===== config.mk =====
export PLATFORM = sky130hd
export DESIGN_NAME = gray_ptr_monitor_flat
export DESIGN_NICKNAME = d
export VERILOG_FILES = /design/src/rtl/gray_ptr_monitor_if.sv /design/src/rtl/gray_ptr_monitor.sv /design/src/flat_wrapper.sv
export SDC_FILE = /design/constraint.sdc
export NUM_CORES = 1
export LEC_CHECK = 0
export ABC_AREA = 1
export BUFFER_PORTS_ARGS = -buffer_cell sky130_fd_sc_hd__buf_2
export CAP_MARGIN = 25
export CORE_ASPECT_RATIO = 0.75
export CORE_UTILIZATION = 51
export DETAILED_ROUTE_END_ITERATION = 7
export HOLD_SLACK_MARGIN = 0.05
export PLACE_DENSITY = 0.73
export SYNTH_ARGS = -nofsm -noshare
export SYNTH_HDL_FRONTEND = slang
export SYNTH_SLANG_ARGS = --single-unit
export TNS_END_PERCENT = 1

===== constraint.sdc =====
create_clock -name clk -period 3.8 [get_ports clk]
set_clock_uncertainty 0.05 [all_clocks]
set_input_delay 0.38 -clock clk [delete_from_list [all_inputs] [get_ports clk]]
set_output_delay 0.38 -clock clk [all_outputs]
set_load 0.005 [all_outputs]

===== src/rtl/gray_ptr_monitor_if.sv =====
// Pointer-crossing handshake bundle: Gray pointer in, binary decode and step delta out.
// master = producer/consumer side, slave = the monitor.
interface gray_ptr_monitor_if #(parameter int WIDTH = 4);
  logic [WIDTH-1:0] gray_in;
  logic [WIDTH-1:0] bin_out;
  logic             bin_valid;
  logic [WIDTH:0]   delta;
  logic             delta_valid;
  logic             delta_ready;
  logic             err;
  logic             err_clr;

  modport master (output gray_in, delta_ready, err_clr,
                  input  bin_out, bin_valid, delta, delta_valid, err);
  modport slave  (input  gray_in, delta_ready, err_clr,
                  output bin_out, bin_valid, delta, delta_valid, err);
endinterface


===== src/rtl/gray_ptr_monitor.sv =====
// Receive side of a Gray pointer crossing: synchronize, decode, validate single-bit
// transitions and accumulate net steps as a saturating signed delta.
module gray_ptr_monitor #(
  parameter int WIDTH       = 4,
  parameter int SYNC_STAGES = 2
) (
  input  logic                clk,
  input  logic                rst,
  gray_ptr_monitor_if.slave   bus
);
  localparam int HW = $clog2(WIDTH + 1);
  localparam int CW = $clog2(SYNC_STAGES + 1);
  localparam logic signed [WIDTH+1:0] LIM = (WIDTH+2)'((2 ** WIDTH) - 1);

  typedef enum logic [1:0] {PRIME, RUN, RESYNC} state_t;
  state_t state, state_nx;

  logic [SYNC_STAGES-1:0][WIDTH-1:0] s;
  logic [WIDTH-1:0]  g_sync, g_prev, bin_now, bin_prev, bin_inc, bin_q;
  logic [HW-1:0]     hd;
  logic [CW-1:0]     cnt;
  logic              prime_done, bin_ld, bin_vq, ill, sat, err_q, dv_q;
  logic signed [WIDTH+1:0] step, sum;
  logic signed [WIDTH:0]   acc, acc_nx;

  function automatic logic [WIDTH-1:0] g2b(input logic [WIDTH-1:0] g);
    g2b[WIDTH-1] = g[WIDTH-1];
    for (int i = WIDTH - 2; i >= 0; i--) g2b[i] = g2b[i+1] ^ g[i];
  endfunction

  assign g_sync     = s[SYNC_STAGES-1];
  assign bin_now    = g2b(g_sync);
  assign bin_prev   = g2b(g_prev);
  assign bin_inc    = bin_prev + WIDTH'(1);
  assign prime_done = (state == PRIME) && (cnt == CW'(SYNC_STAGES));
  assign bin_ld     = (state != PRIME) || prime_done;

  always_comb begin
    hd = '0;
    for (int i = 0; i < WIDTH; i++) hd = hd + HW'(g_sync[i] ^ g_prev[i]);
  end

  always_ff @(posedge clk or posedge rst) begin
    if (rst) begin
      s      <= '0;
      g_prev <= '0;
    end else begin
      s      <= {s[SYNC_STAGES-2:0], bus.gray_in};
      g_prev <= g_sync;
    end
  end

  // FSM: state register
  always_ff @(posedge clk or posedge rst) begin
    if (rst) state <= PRIME;
    else     state <= state_nx;
  end

  // FSM: next state
  always_comb begin
    state_nx = state;
    case (state)
      PRIME:   if (prime_done) state_nx = RUN;
      RUN:     if (hd > HW'(1)) state_nx = RESYNC;
      RESYNC:  state_nx = RUN;
      default: state_nx = PRIME;
    endcase
  end

  // FSM: outputs -- steps and transition checks only happen in RUN
  always_comb begin
    step = '0;
    ill  = 1'b0;
    if (state == RUN) begin
      if (hd == HW'(1))     step = (bin_now == bin_inc) ? (WIDTH+2)'(1) : -(WIDTH+2)'(1);
      else if (hd > HW'(1)) ill  = 1'b1;
    end
  end

  // Accept reloads with the same-edge step so no step is dropped.
  always_comb begin
    sum    = {acc[WIDTH], acc} + step;
    acc_nx = acc;
    sat    = 1'b0;
    if (dv_q && bus.delta_ready)   acc_nx = step[WIDTH:0];
    else if (sum > LIM || sum < -LIM) sat = 1'b1;
    else                           acc_nx = sum[WIDTH:0];
  end

  always_ff @(posedge clk or posedge rst) begin
    if (rst) begin
      cnt    <= '0;
      bin_q  <= '0;
      bin_vq <= 1'b0;
      acc    <= '0;
      dv_q   <= 1'b0;
      err_q  <= 1'b0;
    end else begin
      if (state == PRIME && !prime_done) cnt <= cnt + CW'(1);
      if (bin_ld) bin_q <= bin_now;
      if (prime_done) bin_vq <= 1'b1;
      acc  <= acc_nx;
      dv_q <= (acc_nx != '0);
      if (ill || sat)       err_q <= 1'b1;
      else if (bus.err_clr) err_q <= 1'b0;
    end
  end

  assign bus.bin_out     = bin_q;
  assign bus.bin_valid   = bin_vq;
  assign bus.delta       = acc;
  assign bus.delta_valid = dv_q;
  assign bus.err         = err_q;
endmodule


===== src/flat_wrapper.sv =====
// flat-port wrapper written by rule: the top's interface ports become plain ports
module gray_ptr_monitor_flat 
#(
  parameter int WIDTH       = 4,
  parameter int SYNC_STAGES = 2
)
  (clk, rst, bus_gray_in, bus_delta_ready, bus_err_clr, bus_bin_out, bus_bin_valid, bus_delta, bus_delta_valid, bus_err);
  gray_ptr_monitor_if #(.WIDTH(WIDTH)) bus_i ();
  input  logic clk;
  input  logic rst;
  input wire logic [$bits(bus_i.gray_in)-1:0] bus_gray_in;
  input wire logic [$bits(bus_i.delta_ready)-1:0] bus_delta_ready;
  input wire logic [$bits(bus_i.err_clr)-1:0] bus_err_clr;
  output wire logic [$bits(bus_i.bin_out)-1:0] bus_bin_out;
  output wire logic [$bits(bus_i.bin_valid)-1:0] bus_bin_valid;
  output wire logic [$bits(bus_i.delta)-1:0] bus_delta;
  output wire logic [$bits(bus_i.delta_valid)-1:0] bus_delta_valid;
  output wire logic [$bits(bus_i.err)-1:0] bus_err;
  assign bus_i.gray_in = bus_gray_in;
  assign bus_i.delta_ready = bus_delta_ready;
  assign bus_i.err_clr = bus_err_clr;
  assign bus_bin_out = bus_i.bin_out;
  assign bus_bin_valid = bus_i.bin_valid;
  assign bus_delta = bus_i.delta;
  assign bus_delta_valid = bus_i.delta_valid;
  assign bus_err = bus_i.err;
  gray_ptr_monitor #(.WIDTH(WIDTH), .SYNC_STAGES(SYNC_STAGES)) u_core (.clk(clk), .rst(rst), .bus(bus_i));
endmodule

Word level (Yosys, flattened, before mapping)
Index checks and enable logic that the tools add are counted.

word-level totals
  bits in registers = 28
  word-level logic and storage cells = 63

cells by class
  add/subtract/negate cells = 6
  order comparisons = 3
  eq/ne operators = 7
  multiplexer cells = 15
  bitwise logic cells = 10
  reduce and logical (&&, ||, !) cells = 12

operators with widths
  kind                 number
  $mux 6               3
  $mux 5               2
  $xor 1x1->1          10
  $add 3x3->3          3
  $mux 1               7
  $add 6x6->6          1
  $gt 6x5->1 const B   1
  $lt 6x5->1 const B   1
  $pmux 2 s3           1
  $reduce_bool 5->1    1
  $add 4x1->4 const B  1
  $eq 2x2->1 const B   2
  $eq 4x4->1           1
  $mux 2               2
  $ne 2x1->1 const B   2
  $reduce_bool 2->1    2
  $eq 3x1->1 const B   1
  $gt 3x1->1 const B   1
  $logic_and 1x1->1    3
  $logic_or 1x1->1     3
  $add 2x1->2 const B  1
  $eq 2x1->1 const B   1
  $logic_not 2->1      1
  $reduce_and 2->1     1
  $logic_not 1->1      1

Depth between registers and ports, before layout
Gate-level depths: netlist of the first run.

  word-level depth = 15
  mapped depth = 25
  gate-level depth less buffers = 25

Worst setup path after synthesis of the first run
Ideal clock, no wire load.

  path kind = register to register
  start point = reg u_core.s (netlist bit u_core.g_sync[3])
  end point = reg u_core.dv_q (netlist: u_core.bus.delta_valid)
  setup time = 0.119 ns
  arrival = 3.461 ns
  required time = 3.631 ns
  setup slack = 0.170 ns
  stages on the path, launching flop included = 22
  path buffers = 0
  period minus slack after synthesis = 3.630 ns
  cell sequence = dfrtp_1 xor2_1 fa_1 ha_1 inv_1 ha_1 nor4_4 ha_1 inv_1 fa_1 inv_1 nand3_1 nand2_1 nand2_1 nand2_1 nand3_2 nand2_1 nand2_1 nand3_1 nand2_1 nor2_1 nand2_1

on the way
  cells in the longest elaborated chain, start to end = 13
  elaborated cells on any way between the ends = 17

ends and longest elaborated chain
  what                                                 line                     source
  start: declaration                                   gray_ptr_monitor.sv:18   logic [SYNC_STAGES-1:0][WIDTH-1:0] s;
  start signal: assignment                             gray_ptr_monitor.sv:48   s <= {s[SYNC_STAGES-2:0], bus.gray_in};
  branches (longest 5 deep; another with $add 3x3->3)  --
  $mux 6 *                                             gray_ptr_monitor.sv:75   if (hd == HW'(1)) step = (bin_now == bin_inc) ? (WIDTH+2)'(1) : -(WIDTH+2)'(1);
  $mux 6 *                                             gray_ptr_monitor.sv:74   if (state == RUN) begin
  $add 6x6->6                                          gray_ptr_monitor.sv:82   sum = {acc[WIDTH], acc} + step;
  $gt 6x5->1 / $lt 6x5->1 (equally long branches)      gray_ptr_monitor.sv:86   else if (sum > LIM || sum < -LIM) sat = 1'b1;
  $logic_or 1x1->1                                     gray_ptr_monitor.sv:86
  $mux 5                                               gray_ptr_monitor.sv:86
  $mux 5 *                                             gray_ptr_monitor.sv:85   if (dv_q && bus.delta_ready) acc_nx = step[WIDTH:0];
  $reduce_bool 5->1 *                                  gray_ptr_monitor.sv:103  dv_q <= (acc_nx != '0);
  end signal: assignment                               gray_ptr_monitor.sv:103
  end: declaration                                     gray_ptr_monitor.sv:22   logic prime_done, bin_ld, bin_vq, ill, sat, err_q, dv_q;

Every way passes the cells marked *.
A chain may end at the register's enable or synchronous reset.

Worst setup path after layout of the first run
  start point = reg u_core.s (netlist bit u_core.g_sync[2])
  end point = reg u_core.dv_q (netlist: u_core.bus.delta_valid)

on the way
  cells in the longest elaborated chain, start to end = 13
  elaborated cells on any way between the ends = 18

ends and longest elaborated chain
  what                                                 line
  branches (longest 5 deep; another with $add 3x3->3)  --
  $mux 6 *                                             gray_ptr_monitor.sv:75
  $mux 6 *                                             gray_ptr_monitor.sv:74
  $add 6x6->6                                          gray_ptr_monitor.sv:82
  $gt 6x5->1 / $lt 6x5->1 (equally long branches)      gray_ptr_monitor.sv:86
  $logic_or 1x1->1                                     gray_ptr_monitor.sv:86
  $mux 5                                               gray_ptr_monitor.sv:86
  $mux 5 *                                             gray_ptr_monitor.sv:85
  $reduce_bool 5->1 *                                  gray_ptr_monitor.sv:103

Marks and branches as above.

==> results of run 1 <==
## per-stage QoR
stage / hold WS, ns / cell area, um^2 / util / cells
after floorplan: 0.281 / 1550 / - / 180
after global placement: 0.283 / 1750 / 0.638 / 243
after detailed placement: 0.289 / 1750 / 0.638 / 243
after CTS: 0.152 / 1890 / 0.688 / 250
after global routing: 0.107 / 2030 / 0.740 / 257
final: 0.0620 / 2030 / 0.740 / 257
## metal layers
metal,vias to the layer above,GRT usage
li1,642,-
met1,606,0.312
met2,47,0.376
met3,9,0.0694
met4,0,0.0399
met5,-,0
## what timing repair did
item | CTS | global route
gates resized for setup | 8 | 22
setup endpoints to repair | 6 | 6
pin swaps | 4 | 16
setup buffers | 3 | 6
hold buffers | 0 | 0
## where the power goes
part	internal, uW	leakage [uW]	switching [uW]
sequential	353	0.000328	46.0
clock	141	0.0000357	93.8
combinational	317	0.000714	430
total	811	0.00108	570
## synthesized netlist by cell type
cell and count:
o221ai_1 1, nor2_2 1, inv_1 30, a21o_1 1
a21oi_1 2, ha_1 11, fa_1 2, nor4_4 1
nand3b_1 2, nand4_2 1, nor3_1 1, o21ai_0 5
or2_2 1, nand2_2 2, xor2_1 6, a22oi_1 1
nand2_1 54, nand3_2 2, xnor2_1 2, nor3_2 1
and2_1 1, nor2_1 6, nand3_1 18, dfrtp_1 28
## registers in the layout (all words and copies together), names as in the netlist
signal and count:
u_core.bus.bin_out 4, u_core.g_prev 4, u_core.bus.delta_valid 1, u_core.bus.delta 5
u_core.bus.bin_valid 1, u_core.cnt 2, u_core.g_sync 4, u_core.state 2
u_core.bus.err 1, u_core.s 4
## worst paths after layout
check / endpoint / startpoint / cells after the start / slack, ns
setup / recovery: u_core.bus.delta_valid$_DFF_PP0_ / u_core.g_sync[2]$_DFF_PP0_ / 21 / -0.08
hold / removal: u_core.s[1]$_DFF_PP0_ / rst / 2 / 0.06
setup reg to reg: u_core.bus.delta_valid$_DFF_PP0_ / u_core.g_sync[2]$_DFF_PP0_ / 21 / -0.08
hold reg to reg: u_core.g_sync[2]$_DFF_PP0_ / u_core.s[2]$_DFF_PP0_ / 0 / 0.31
max in group asynchronous: u_core.bus.err$_DFFE_PP0P_ / rst / 3 / 3.18
min in group clk: u_core.s[3]$_DFF_PP0_ / bus_gray_in[3] / 1 / 0.15
## logic make-up (layout without fill, tap and decap cells)
group | after synthesis | after routing
compound gates | 10 | 10
xor+xnor | 8 | 8
fa+ha+maj | 13 | 13
buf+inv | 30 | 71
flops | 28 | 28
simple gates | 91 | 91
## final cells by class
class / instances / area, um^2
Clock buffer: 3 / 41.3
Inverter: 30 / 113
Fill cell: 202 / 712
Clock inverter: 1 / 30.0
Tap cell: 36 / 45.0
Multi-Input combinational cell: 122 / 847
Sequential cell: 28 / 701
Timing Repair Buffer: 37 / 254
==> impl_metrics.tcl, run 1 <==
set metrics [dict create \
    status "finished with violations" \
    violations "setup timing" \
    ys_types 24 \
    ir_worst_vdd_v 0.000484 \
    grt_usage 0.233 \
    cp-end-kind "flop" \
    ys_ff_latch 28 \
    cp_top_family "adder cells" \
    drive_above_1_share 0.344 \
    die_height_um 49.7 \
    synth.yosys.seq_area_share 0.452 \
    vias 1304 \
    synthesis.area_mm2 0.00155 \
    fmax_mhz 258 \
    numPortBuffers 19 \
    drv_cap 0 \
    synth_top_family_by_area "simple AND/OR/NAND/NOR gates" \
    synthAdderAreaFrac 0.115 \
    grt_pass1_wl_um 5590 \
    finalCritPeriodShare 1.02 \
    hpwl_um 2500 \
    rsz0062_at_grt "yes" \
    cts_max_level 1 \
    path_cells "xor2_2 > fa_1 > ha_2 > inv_2 > ha_4 > nor4_4 > ha_2 > inv_2 > fa_2 > inv_2 > nand3_2 > nand2_2 > nand2_2 > nand2_2 > nand3_4 > nand2_4 > nand2_1 > nand3_2 > nand2_1 > nor2_1 > nand2_1" \
    die_area_mm2 0.00327 \
    gp_congestion 0.844 \
    wl_met1_um 1590 \
    ios 20 \
    final_cell_mix "nand2_1 (45), dfrtp_1 (28), inv_1 (26)" \
    drt_pass1_iterations 4 \
    tritoncts "built" \
    route.met3.wl_um 230 \
    nets 243 \
    pre_cts_ws_ns -0.129 \
    grt-ovfl-total 0 \
    setup_violations 3 \
    wl_met2_um 1660 \
    drv_slew 0 \
    power_leakage_uw 0.00108 \
    wl_per_cell_um 13.8 \
    start_util 0.565 \
    highest_layer "met4" \
    grt_pass1_vias 1270 \
    timing_hold_violations_final 0 \
    p_per_area_mw_per_mm2 680 \
    ctsRootBufferMaster "clkbuf_8" \
    cts.reportedPaths.clkPinSlew_ns 0.09 \
    die_w_um 65.7 \
    critPathMaxStageDelay_ns 0.56 \
    setup_ws_ns -0.0754 \
    p_total_uw 1380 \
    drtIter0Drc 66 \
    synth_xor_area_frac 0.0452 \
    period_needed_ns 3.88 \
    syn-num-nets 201 \
    syn2layout_area_growth_pct 31.0 \
    synth_area_leaders "dfrtp_1 (45%), nand2_1 (13%), ha_1 (8.9%), inv_1 (7.3%), nand3_1 (5.8%)" \
    tightest_slew_ns 0.637 \
    crit_path_max_fanout 7 \
    layout_commonest_cell "nand2_1" \
    cts_buffer_depth 2 \
    finalSetupTns_ns -0.145 \
    clock_latency_ns 0.28 \
    start_kind "flop" \
    synth.area.mux_share 0 \
    cts_buffers 3 \
    yosysWarnings 0 \
    synth_top_area_frac 0.452 \
    postSynthCellCount 180 \
    cp.required_ns 3.93 \
    min_path_type "in2async" \
    wl_um 3550 \
    core_area_mm2 0.00274 \
    crit_type "reg2reg" \
    cts.sinks 28 \
    antenna_found_initial 0 \
    slew_headroom 0.573 \
    drc 0 \
    cp.buffers_inverters 3 \
    antenna_cells 0 \
    fp-row-count 16 \
    yosys.area.top_type "dfrtp_1" \
    synthSimpleGateAreaFrac 0.278 \
    synth_compound_area_frac 0.0379 \
    ant_nets 0 \
    drt-vias-per-instance 5.07 \
    slowest_stage "fa_1" \
    avgSynthCellArea_um2 8.61 \
    critical_path_arrival_ns 4.00 \
    grt_max_degree 29 \
]
No activity file was read; power rests on OpenSTA's default activity.
==> run 2: changes to the inputs <==
--- a/config.mk
+++ b/config.mk
@@ -6,13 +6,13 @@
 export NUM_CORES = 1
 export LEC_CHECK = 0
 export ABC_AREA = 1
-export BUFFER_PORTS_ARGS = -buffer_cell sky130_fd_sc_hd__buf_2
 export CAP_MARGIN = 25
 export CORE_ASPECT_RATIO = 0.75
-export CORE_UTILIZATION = 51
+export CORE_UTILIZATION = 25
 export DETAILED_ROUTE_END_ITERATION = 7
+export DONT_BUFFER_PORTS = 1
 export HOLD_SLACK_MARGIN = 0.05
-export PLACE_DENSITY = 0.73
+export PLACE_DENSITY = 0.36
 export SYNTH_ARGS = -nofsm -noshare
 export SYNTH_HDL_FRONTEND = slang
 export SYNTH_SLANG_ARGS = --single-unit
==> constraint.sdc (replaced) <==
create_clock -name clk -period 3.7 [get_ports clk]
set_clock_uncertainty 0.05 [all_clocks]
set_input_delay 0.37 -clock clk [delete_from_list [all_inputs] [get_ports clk]]
set_output_delay 0.37 -clock clk [all_outputs]
set_load 0.005 [all_outputs]
==> run 2 against run 1 <==
The flow now finishes without violations. Non-clock buffer count down 7. Sequential cell count unchanged. Highest routed layer unchanged. Combinational power up 0.9%. Global-route usage down 12 points. Worst hold slack better by 0.12 ns. First-iteration DRC count down 26%. Largest power group unchanged. Count of clock-buffer cells in the layout unchanged.
==> impl_metrics.tcl, run 2 (synthesis results as in run 1) <==
set metrics [dict create \
    status "complete, no violations" \
    p_per_area_mw_per_mm2 674 \
    cts_max_level 1 \
    dpl_cell_area_mm2 0.00181 \
    cp-end-kind "flop" \
    wl_um 3340 \
    gp_congestion 0.792 \
    tightest_slew_ns 0.685 \
    start_kind "flop" \
    postLayoutCellArea_mm2 0.00211 \
    period_needed_ns 3.69 \
    start_util 0.263 \
    drtIter0Drc 49 \
    antenna_cells 0 \
    numPortBuffers 0 \
    power_leakage_uw 0.00105 \
    fp-row-count 24 \
    die_height_um 70.2 \
    grt_usage 0.114 \
    die_area_mm2 0.00652 \
    grt-ovfl-total 0 \
    cts_buffer_depth 2 \
    timing_hold_violations_final 0 \
    grt_pass1_vias 1213 \
    cts.sinks 28 \
    antenna_found_initial 0 \
    hpwl_um 2440 \
    syn2layout_area_growth_pct 36.3 \
    rsz0062_at_grt "yes" \
    cp.required_ns 3.84 \
    grt_max_degree 29 \
    tritoncts "built" \
    cts.reportedPaths.clkPinSlew_ns 0.11 \
    fmax_mhz 271 \
    core_area_mm2 0.00589 \
    layout_commonest_cell "nand2_1" \
    slew_headroom 0.541 \
    vias 1225 \
    largest_reg_flops 5 \
    final_cell_mix "nand2_1 (43), dfrtp_1 (28), inv_1 (25), buf_4 (25), nand3_1 (13)" \
    wl_per_cell_um 11.4 \
    setup_violations 0 \
    drv_cap 0 \
    crit_type "reg2reg" \
    grt_pass1_wl_um 5690 \
    ir_worst_vdd_v 0.000172 \
    ant_nets 0 \
    drt-vias-per-instance 4.20 \
    drt_pass1_iterations 4 \
    drc 0 \
    clock_latency_ns 0.28 \
    min_path_type "in2reg" \
    critical_path_arrival_ns 3.82 \
    finalCritPeriodShare 0.996 \
    drive_above_1_share 0.336 \
    drv_slew 0 \
    ctsRootBufferMaster "clkbuf_8" \
    ios 20 \
    utilization 0.359 \
    cts_buffers 3 \
    die_w_um 92.9 \
    nets 236 \
    crit_path_max_fanout 7 \
]
run 2: path summary, 6_finish.rpt:
check | startpoint | end | slack [ns] | depth (start not counted)
setup reg to reg | u_core.g_sync[0]$_DFF_PP0_ | u_core.bus.delta_valid$_DFF_PP0_ | 0.01 | 18
hold reg to reg | u_core.s[0]$_DFF_PP0_ | u_core.g_sync[0]$_DFF_PP0_ | 0.31 | 0
setup / recovery | u_core.g_sync[0]$_DFF_PP0_ | u_core.bus.delta_valid$_DFF_PP0_ | 0.01 | 18
hold / removal | bus_err_clr | u_core.bus.err$_DFFE_PP0P_ | 0.18 | 1
max in group asynchronous | rst | u_core.cnt[0]$_DFFE_PP0P_ | 2.77 | 3
min in group asynchronous | rst | u_core.bus.bin_out[3]$_DFFE_PP0N_ | 0.54 | 3
run 2: final cells by class:
class | count | area (um^2)
Inverter | 30 | 113
Fill cell | 625 | 3770
Multi-Input combinational cell | 122 | 893
Sequential cell | 28 | 701
Clock inverter | 1 | 30.0
Tap cell | 78 | 97.6
Clock buffer | 3 | 41.3
Timing Repair Buffer | 30 | 238
run 2: where the power goes:
group	total, uW	switching [uW]	internal [uW]	leakage (uW)
Clock	250	105	145	0.0000357
Sequential	421	58.7	363	0.000328
Combinational	754	404	350	0.000683
Total	1430	568	857	0.00105
run 2: worst max-delay path: stages, from the launching register on:
cell and delay, ns:
dfrtp_1 0.42, xor2_2 0.19, fa_1 0.54, ha_2 0.18
inv_2 0.05, ha_4 0.21, nor4_4 0.29, ha_2 0.24
inv_2 0.04, fa_2 0.55, nand2_2 0.06, a21oi_2 0.11
nand3_2 0.09, nand3_4 0.14, nand3_1 0.10, nand3_1 0.10
nand2_1 0.08, nor2_1 0.10, nand2_1 0.05
run 2: metrics by stage:
stage	setup TNS [ns]	worst slack (ns)	total power (uW)	hold WS, ns	instances
final	0	0.0141	1430	0.181	292
after CTS	0	0.00196	1360	0.173	290
after floorplan	0	0.0704	803	0.281	180
after global routing	-0.777	-0.183	1560	0.186	292
after detailed placement	-0.644	-0.177	1030	0.285	279
after global placement	-0.217	-0.105	1030	0.282	279
run 2: timing repair:
item	in CTS	in global routing
pin swaps	9	5
gates cloned	0	0
hold buffers	5	0
endpoints found under the hold margin	32	0
buffers inserted	2	2
endpoints found under the setup margin	7	7
resized for setup	18	19
run 2: metal layers:
layer  track usage  vias up  share of wire
li1              -      628              -
met1         0.156      582           0.51
met2         0.176       13           0.45
met3        0.0327        2          0.030
met4        0.0274        0         0.0075
met5             0        -              0
